==> src/rtl/op_bus_cycle_pkg.sv <==
// rtl/op_bus_cycle_pkg.sv - shared encodings for the CPU bus machine-cycle engine
package op_bus_cycle_pkg;

    typedef enum logic [2:0] {
        ST_IDLE = 3'd0,
        ST_T1   = 3'd1,
        ST_T2   = 3'd2,
        ST_TW   = 3'd3,
        ST_T3   = 3'd4,
        ST_T4   = 3'd5
    } state_t;

    typedef enum logic [1:0] {
        KIND_M1 = 2'd0,
        KIND_RD = 2'd1,
        KIND_WR = 2'd2
    } kind_t;

    localparam int XPT_MAX = 31;

    // Fixed priority among simultaneous requests: opcode fetch, then read, then write.
    function automatic kind_t pick_kind(input logic m1, input logic rd);
        if (m1) begin
            return KIND_M1;
        end else if (rd) begin
            return KIND_RD;
        end else begin
            return KIND_WR;
        end
    endfunction

endpackage

==> src/rtl/op_bus_xpt_counter.sv <==
// rtl/op_bus_xpt_counter.sv - per-instruction phase counter with clear, increment and saturation
module op_bus_xpt_counter
    import op_bus_cycle_pkg::*;
#(
    parameter int XPT_W = 5
) (
    input  logic             clk,
    input  logic             rst_n,
    input  logic             clear,
    input  logic             inc,
    output logic [XPT_W-1:0] xpt,
    output logic [XPT_W-1:0] not_xpt
);

    localparam logic [XPT_W-1:0] XPT_SAT = XPT_W'(XPT_MAX);

    // Clear wins over increment; the count sticks once it reaches its ceiling.
    always_ff @(posedge clk or negedge rst_n) begin
        if (!rst_n) begin
            xpt <= '0;
        end else if (clear) begin
            xpt <= '0;
        end else if (inc && (xpt != XPT_SAT)) begin
            xpt <= xpt + 1'b1;
        end
    end

    assign not_xpt = ~xpt;

endmodule

==> src/rtl/op_bus_cycle.sv <==
// rtl/op_bus_cycle.sv - M1 fetch / memory read / memory write bus cycle sequencer
module op_bus_cycle
    import op_bus_cycle_pkg::*;
#(
    parameter int XPT_W = 5,
    parameter int R_W   = 7
) (
    input  logic             CLK,
    input  logic             notRESET,
    input  logic             req_m1,
    input  logic             req_rd,
    input  logic             req_wr,
    input  logic [15:0]      addr_in,
    input  logic [7:0]       wdata_in,
    input  logic             PR_Reset_XPT,
    input  logic             notWAIT,
    input  logic [7:0]       D_in,
    output logic [15:0]      A,
    output logic [7:0]       D_out,
    output logic             D_oe,
    output logic             notM1,
    output logic             notMREQ,
    output logic             notRD,
    output logic             notWR,
    output logic             notRFSH,
    output logic             busy,
    output logic             done,
    output logic [7:0]       rd_data,
    output logic [XPT_W-1:0] XPT,
    output logic [XPT_W-1:0] notXPT
);

    state_t           state;
    state_t           next_state;
    kind_t            kind;
    kind_t            next_kind;
    logic             accept;
    logic             any_req;
    logic [15:0]      addr_q;
    logic [15:0]      next_addr;
    logic [7:0]       wdata_q;
    logic [7:0]       next_wdata;
    logic [R_W-1:0]   r_q;
    logic [15:0]      refresh_addr;
    logic             capture_rd;

    // Values the registered outputs take on the coming edge
    logic [15:0]      nx_a;
    logic [7:0]       nx_dout;
    logic             nx_oe;
    logic             nx_m1;
    logic             nx_mreq;
    logic             nx_rd;
    logic             nx_wr;
    logic             nx_rfsh;
    logic             nx_done;

    assign any_req      = req_m1 | req_rd | req_wr;
    assign refresh_addr = {{(16-R_W){1'b0}}, r_q};

    // Read data is latched while the bus still holds it: end of T2/TW for M1, end of T3 for reads.
    assign capture_rd = ((kind == KIND_M1) && ((state == ST_T2) || (state == ST_TW)) &&
                         (next_state == ST_T3)) ||
                        ((kind == KIND_RD) && (state == ST_T3));

    // State, cycle kind and captured request fields
    always_ff @(posedge CLK or negedge notRESET) begin
        if (!notRESET) begin
            state   <= ST_IDLE;
            kind    <= KIND_M1;
            addr_q  <= '0;
            wdata_q <= '0;
        end else begin
            state   <= next_state;
            kind    <= next_kind;
            addr_q  <= next_addr;
            wdata_q <= next_wdata;
        end
    end

    // T-state sequencing; a new request may start straight from the final T-state
    always_comb begin
        next_state = state;
        next_kind  = kind;
        accept     = 1'b0;
        case (state)
            ST_IDLE: next_state = ST_IDLE;
            ST_T1:   next_state = ST_T2;
            ST_T2:   next_state = notWAIT ? ST_T3 : ST_TW;
            ST_TW:   next_state = notWAIT ? ST_T3 : ST_TW;
            ST_T3:   next_state = (kind == KIND_M1) ? ST_T4 : ST_IDLE;
            ST_T4:   next_state = ST_IDLE;
            default: next_state = ST_IDLE;
        endcase
        if (((state == ST_IDLE) || done) && any_req) begin
            accept     = 1'b1;
            next_state = ST_T1;
            next_kind  = pick_kind(req_m1, req_rd);
        end
        next_addr  = accept ? addr_in : addr_q;
        next_wdata = accept ? wdata_in : wdata_q;
    end

    // Bus strobe, address and data values for the state being entered
    always_comb begin
        nx_a    = A;
        nx_dout = D_out;
        nx_oe   = 1'b0;
        nx_m1   = 1'b1;
        nx_mreq = 1'b1;
        nx_rd   = 1'b1;
        nx_wr   = 1'b1;
        nx_rfsh = 1'b1;
        nx_done = 1'b0;
        case (next_state)
            ST_T1, ST_T2, ST_TW: begin
                nx_a    = next_addr;
                nx_mreq = 1'b0;
                case (next_kind)
                    KIND_M1: begin
                        nx_m1 = 1'b0;
                        nx_rd = 1'b0;
                    end
                    KIND_RD: nx_rd = 1'b0;
                    default: begin
                        nx_oe   = 1'b1;
                        nx_dout = next_wdata;
                        nx_wr   = (next_state == ST_T1);
                    end
                endcase
            end
            ST_T3: begin
                nx_mreq = 1'b0;
                case (next_kind)
                    KIND_M1: begin
                        nx_a    = refresh_addr;
                        nx_rfsh = 1'b0;
                    end
                    KIND_RD: begin
                        nx_a    = next_addr;
                        nx_rd   = 1'b0;
                        nx_done = 1'b1;
                    end
                    default: begin
                        nx_a    = next_addr;
                        nx_oe   = 1'b1;
                        nx_dout = next_wdata;
                        nx_wr   = 1'b0;
                        nx_done = 1'b1;
                    end
                endcase
            end
            ST_T4: begin
                nx_a    = refresh_addr;
                nx_rfsh = 1'b0;
                nx_done = 1'b1;
            end
            default: begin
                nx_a = A;
            end
        endcase
    end

    // Registered bus outputs, read data and refresh counter
    always_ff @(posedge CLK or negedge notRESET) begin
        if (!notRESET) begin
            A       <= '0;
            D_out   <= '0;
            D_oe    <= 1'b0;
            notM1   <= 1'b1;
            notMREQ <= 1'b1;
            notRD   <= 1'b1;
            notWR   <= 1'b1;
            notRFSH <= 1'b1;
            busy    <= 1'b0;
            done    <= 1'b0;
            rd_data <= '0;
            r_q     <= '0;
        end else begin
            A       <= nx_a;
            D_out   <= nx_dout;
            D_oe    <= nx_oe;
            notM1   <= nx_m1;
            notMREQ <= nx_mreq;
            notRD   <= nx_rd;
            notWR   <= nx_wr;
            notRFSH <= nx_rfsh;
            busy    <= (next_state != ST_IDLE);
            done    <= nx_done;
            if (capture_rd) begin
                rd_data <= D_in;
            end
            if (state == ST_T4) begin
                r_q <= r_q + 1'b1;
            end
        end
    end

    op_bus_xpt_counter #(
        .XPT_W (XPT_W)
    ) u_xpt (
        .clk     (CLK),
        .rst_n   (notRESET),
        .clear   (PR_Reset_XPT),
        .inc     (done),
        .xpt     (XPT),
        .not_xpt (notXPT)
    );

endmodule

==> config.mk <==
export PLATFORM = sky130hd
export DESIGN_NAME = op_bus_cycle
export DESIGN_NICKNAME = d
export VERILOG_FILES = /design/src/rtl/op_bus_cycle_pkg.sv /design/src/rtl/op_bus_xpt_counter.sv /design/src/rtl/op_bus_cycle.sv
export SDC_FILE = /design/constraint.sdc
export NUM_CORES = 1
export LEC_CHECK = 0
export CAP_MARGIN = 20
export CORE_MARGIN = 2
export CORE_UTILIZATION = 53
export DETAILED_ROUTE_END_ITERATION = 8
export GPL_ROUTABILITY_DRIVEN = 0
export HOLD_SLACK_MARGIN = 0.12
export PLACE_DENSITY = 0.86
export SLEW_MARGIN = 20
export SYNTH_ARGS = -nofsm -noshare
export SYNTH_HDL_FRONTEND = slang
export SYNTH_SLANG_ARGS = --single-unit
export TNS_END_PERCENT = 100
==> constraint.sdc <==
create_clock -name CLK -period 4.8 [get_ports CLK]
set_input_delay 0.96 -clock CLK [delete_from_list [all_inputs] [get_ports CLK]]
set_output_delay 0.96 -clock CLK [all_outputs]
set_load 0.01 [all_outputs]
### After elaboration in Yosys (flattened, before gate mapping)

Index checks and enable logic that the tools add are counted.

* mux-type cells: 26
* bitwise logic cells: 4
* reductions and logical operators: 19
* equal/unequal tests: 13
* add/subtract/negate cells: 2

Operators with widths (count)
* 16-bit one-hot mux with 3 select lines: 1
* 16-bit two-way mux: 2
* 3-bit by 2-bit equality test with 1-bit output (second input constant): 4
* 3-bit equality test (second input constant): 4
* 5-bit two-way mux: 2
* 1-bit two-way mux: 9
* 3-bit two-way mux: 3
* 3-bit one-hot mux with 3 select lines: 1
* 8-bit two-way mux: 1
* 1-bit one-hot mux with 2 select lines: 4
* 7-bit by 1-bit adder with 7-bit output (second input constant): 1
* 3-bit by 1-bit equality test with 1-bit output (second input constant): 2
* 2-bit two-way mux: 3
* 3-bit nonzero test: 2
* 5-bit by 1-bit adder with 5-bit output (second input constant): 1
* 1-bit logical AND: 5
* 5-bit inequality test (second input constant): 1
* 5-bit NOT: 1
* 2-bit by 1-bit equality test with 1-bit output (second input constant): 2
* 2-bit logical NOT: 2
* 2-bit OR reduction: 2
* 4-bit OR reduction: 1
* 3-bit logical NOT: 1
* 1-bit logical OR: 3
* 5 further kinds: 6

* bits of input ports: 39
* logic and storage cells: 81
* output and inout port bits: 50
* bits in registers: 81

### Depth between registers and ports, before layout

* word-level depth: 8
* gate-level depth with buffers: 8
* depth with buffers taken out: 7

### By module

From an unflattened synthesis, not the netlist that was laid out.

* cell total of the unflattened synthesis: 311
* area total of the unflattened synthesis: 3507.1 µm²

Modules (own cells, without submodules)
* op_bus_cycle: area an instance 3233.1 µm², cells an instance 284, seq. area each 1908.1 µm², instances 1
* op_bus_xpt_counter: area an instance 274.0 µm², cells an instance 27, seq. area each 125.1 µm², instances 1

### Least setup slack after synthesis

No wires, ideal clock.

* path type: input to register
* start point: input port req_m1
* end point: register rd_data[0]
* buffers on the path: 0
* required time: 4.675 ns
* cell stages on the path: 4
* setup slack: 2.368 ns
* library setup time: 0.125 ns
* arrival time: 2.307 ns
* cells stage by stage: o32ai_2 > a32oi_1 > nor2_2 > mux2_2

* cells in the longest elaborated chain, start to end: 7

Ends and longest elaborated chain
* start, declared: line op_bus_cycle.sv:10 `input logic req_m1,`
* 1-bit bitwise OR (2 in series): line op_bus_cycle.sv:58 `assign any_req = req_m1 | req_rd | req_wr;`
* 1-bit logical AND: line op_bus_cycle.sv:95 `if (((state == ST_IDLE) || done) && any_req) begin`
* 3-bit two-way mux: line op_bus_cycle.sv:95
* 3-bit equality test: line op_bus_cycle.sv:63 `(next_state == ST_T3)) ||`
* 1-bit logical AND: line op_bus_cycle.sv:62 `assign capture_rd = ((kind == KIND_M1) && ((state == ST_T2) || (state == ST_TW)) &&`
* 1-bit logical OR: line op_bus_cycle.sv:63
* end signal, assigned: line op_bus_cycle.sv:191 `rd_data <= D_in;`
* end, declared: line op_bus_cycle.sv:28 `output logic [7:0] rd_data,`

No other way between the ends.
A chain may end at the register's enable or synchronous reset.

### Final worst setup path

* start point: input port notWAIT
* end point: register A[2]

* cells in the longest elaborated chain, start to end: 6
* elaborated cells between the ends (all ways): 11
* those cells by class: 5 x eq/ne; 4 x mux; 2 x reduce/logical

Ends and longest elaborated chain
* start, declared: line op_bus_cycle.sv:16 `input logic notWAIT,`
* 3-bit two-way mux *: line op_bus_cycle.sv:89, op_bus_cycle.sv:90
* 3-bit one-hot mux with 3 select lines *: line op_bus_cycle.sv:86 `case (state)`
* 3-bit two-way mux *: line op_bus_cycle.sv:95
* 3-bit by 1-bit equality test with 1-bit output or 3-bit by 2-bit equality test with 1-bit output (tied branches): line op_bus_cycle.sv:115 `case (next_state)`
* 3-bit OR reduction: line op_bus_cycle.sv:115
* 16-bit one-hot mux with 3 select lines or 3-bit nonzero test (tied branches)
* end signal, assigned: line op_bus_cycle.sv:180 `A <= nx_a;`
* end, declared: line op_bus_cycle.sv:18 `output logic [15:0] A,`

Mark *: on every way between the ends. The rest lies on a longest branch, timed or not.

==> impl_metrics.py <==
metrics = {
    "status": {
        "status": "finished, final reports clean",
    },
    "cts": {
        "htree_num_levels": 3,
        "clk_pin_slew_ns": 0.07,
        "insertion_delay_ns": 0.34,
        "cts_tree": "done",
        "root_buffer": "clkbuf_8",
        "postCtsSetupRepairBufs": 0,
        "clockBufferDepth": 2,
        "ctsHoldBuffers": 0,
        "cts-buffers-inserted": 9,
        "postCtsResizedCells": 0,
        "cts_num_sinks": 81,
    },
    "timing": {
        "fin_skew_ns": 0.00696,
        "grt_setup_unrepaired": "false",
        "slew_headroom_pct": 27.1,
        "tightest_slew_ns": 1.09,
        "period_share_pct": 64.5,
        "fin_setup_tns_ns": 0,
        "hold_ws_ns": 0.478,
        "hold_violations": 0,
        "min_period_ns": 3.10,
        "clock.fmax_mhz": 323,
        "maxSlewViolCount": 0,
        "finalSetupViolCount": 0,
    },
    "grt": {
        "first_global_vias": 2860,
        "overflow": 0,
        "grtUsageTotal_pct": 23.0,
        "antenna_found_initial": 0,
        "grt_max_degree": 82,
        "grt_pass1_wl_um": 13400,
    },
    "cells_and_area": {
        "diodes": 0,
        "fillCellCount": 443,
        "layout_common_cells": "87 x clkdlybuf4s50_1, 76 x dfrtp_1, 57 x nand2_1",
        "area_delta_synth_final_pct": 32.1,
        "final_util_pct": 73.4,
        "layout-drive-gt1-share_pct": 16.5,
        "final_common_cell": "clkdlybuf4s50_1",
        "nets": 448,
        "seqCellArea_mm2": 0.00203,
        "multi_input_area_mm2": 0.00144,
        "instances_no_fill": 488,
    },
    "die": {
        "num_rows": 29,
        "core_region_area_mm2": 0.00642,
        "dieHeight_um": 86.0,
        "boundaryPins": 89,
        "dieWidth_um": 86.0,
        "start_util_pct": 55.5,
        "die-area_mm2": 0.00740,
    },
    "worst_setup_path": {
        "crit_type": "in2reg",
        "required_ns": 5.01,
        "crit_top_cell": "o21ai_0",
        "slowest_delay_ns": 0.84,
        "setup.worst_path.start_class": "primary input",
        "path_cells": "clkdlybuf4s50_1 > nor3b_1 > buf_4 > nor2_1 > mux2_2 > o21ai_0 > o21ai_0",
        "worst_path_max_delay_cell": "nor2_1",
        "path_max_fanout": 13,
        "path_buf_inv": 2,
        "critPathArrivalTime_ns": 3.30,
        "critPathTopFamily": "simple AND/OR/NAND/NOR gates",
        "crit_path_end_kind": "flop",
    },
    "drt": {
        "viasPerCell": 5.60,
        "postRouteWirelength_um": 7950,
        "antenna_left": 0,
        "vias": 2735,
        "dr.first_iter.drc_count": 251,
        "firstDrtPassIters": 4,
        "drc": 0,
        "post_drt_wl_per_cell_um": 16.3,
    },
    "hold_path": {
        "hp-class": "reg2reg",
    },
    "synthesis": {
        "synth_edf_count": 0,
        "synth.yosys.warnings": 0,
        "synth_nets": 359,
        "synthCells": 317,
        "synth-seq-cells": 81,
        "ys_seq_area_share_pct": 57.0,
        "synthArstFlopShare_pct": 100,
        "synth_area_per_cell_um2": 11.3,
        "syn_area_mm2": 0.00357,
        "ys_dominant_reg_cell": "dfrtp_1",
        "synth_cell_types": 47,
    },
    "place": {
        "io_buffers": 88,
        "dp_hpwl_um": 5470,
        "dpl.cell_count": 471,
    },
    "power": {
        "ir_drop_v": 0.000377,
        "power.density_mw_per_mm2": 707,
        "leakagePower_nw": 2.05,
        "power_mw": 3.33,
    },
    "job": {
        "cap_violations": 0,
    },
}
[sequential cells by signal, indices dropped and copies added, names as in the netlist, 2 cells and up]
signal     cells
addr_q        16
A             16
rd_data        8
r_q            7
u_xpt.xpt      5
kind           2
state          3
D_out          8
wdata_q        8
[through the flow]
step,setup WS (ns),cell area (um^2)
floorplan,2.37,3570
global placement,1.45,4490
detailed placement,1.38,4490
CTS,1.73,4690
global route,1.60,4710
finish,1.70,4710
[report_power, final]
part | switching (mW) | internal (mW) | total (mW)
Sequential | 0.195 | 1.01 | 1.20
Clock | 0.237 | 0.253 | 0.490
Combinational | 0.834 | 0.807 | 1.64
Total | 1.27 | 2.07 | 3.33
[tightest hold or removal path, delay by kind of cell (launching register included)]
kind	cells	cell delay, ns
AND/OR/NAND/NOR	2	0.12
flip-flops	1	0.32
[cell families (layout without fill, tap and decap cells)]
logic type / after synthesis / after routing / synth area share (%)
DFF: 81 / 81 / 57.0
adders and majority gates: 3 / 3 / 1.05
buffers and inverters: 21 / 115 / 2.91
xor gates and xnor gates: 9 / 9 / 2.21
AOI/OAI and AO/OA: 47 / 47 / 9.19
and+or+nand+nor: 119 / 119 / 16.2
muxes: 37 / 37 / 11.4
[final timing paths]
path	startpoint	to	slack, ns	cells after the start
setup / recovery	notWAIT	A[2]	1.70	7
hold / removal	wdata_q[5]	wdata_q[5]	0.48	2
setup reg to reg	state[1]	A[2]	2.22	6
hold reg to reg	wdata_q[5]	wdata_q[5]	0.48	2
max in group asynchronous	notRESET	notRD	3.59	2
min in group asynchronous	notRESET	addr_q[2]	0.57	1
[cells in the mapped netlist, drive strengths merged, types with 4 or more instances]
| library cell | instances | area share [%] |
|---|---|---|
| dfrtp | 76 | 53 |
| nand2 | 58 | 6.2 |
| mux2 | 30 | 9.5 |
| nor2 | 22 | 2.5 |
| o21ai | 21 | 2.9 |
| buf | 12 | 2.0 |
| nand3 | 10 | 1.4 |
| inv | 8 | 0.84 |
| xnor2 | 8 | 2.0 |
| mux2i | 7 | 2.0 |
| nor3b | 7 | 1.5 |
| a211oi | 6 | 1.3 |
| a21oi | 5 | 1.0 |
| and3 | 5 | 0.88 |
| dfstp | 5 | 3.7 |
| nand4 | 4 | 0.70 |
| nor3 | 4 | 1.2 |
[final cells by class]
class	instances	area share, %
clock buffer	11	3.00
clock inverter	5	1.17
inverter	8	0.637
multi-input combinational	215	30.6
sequential	81	43.1
tap	77	2.04
timing repair buffer	91	19.4
[routing by layer]
metal / wire length [um] / up-vias / global-route usage (%)
met4: 125 / 0 / 9.38
met5: 0 / - / 0
met3: 446 / 15 / 4.43
li1: - / 1286 / -
met1: 3510 / 1339 / 31.0
met2: 3880 / 95 / 36.8
(Power assumes the default switching activity.)
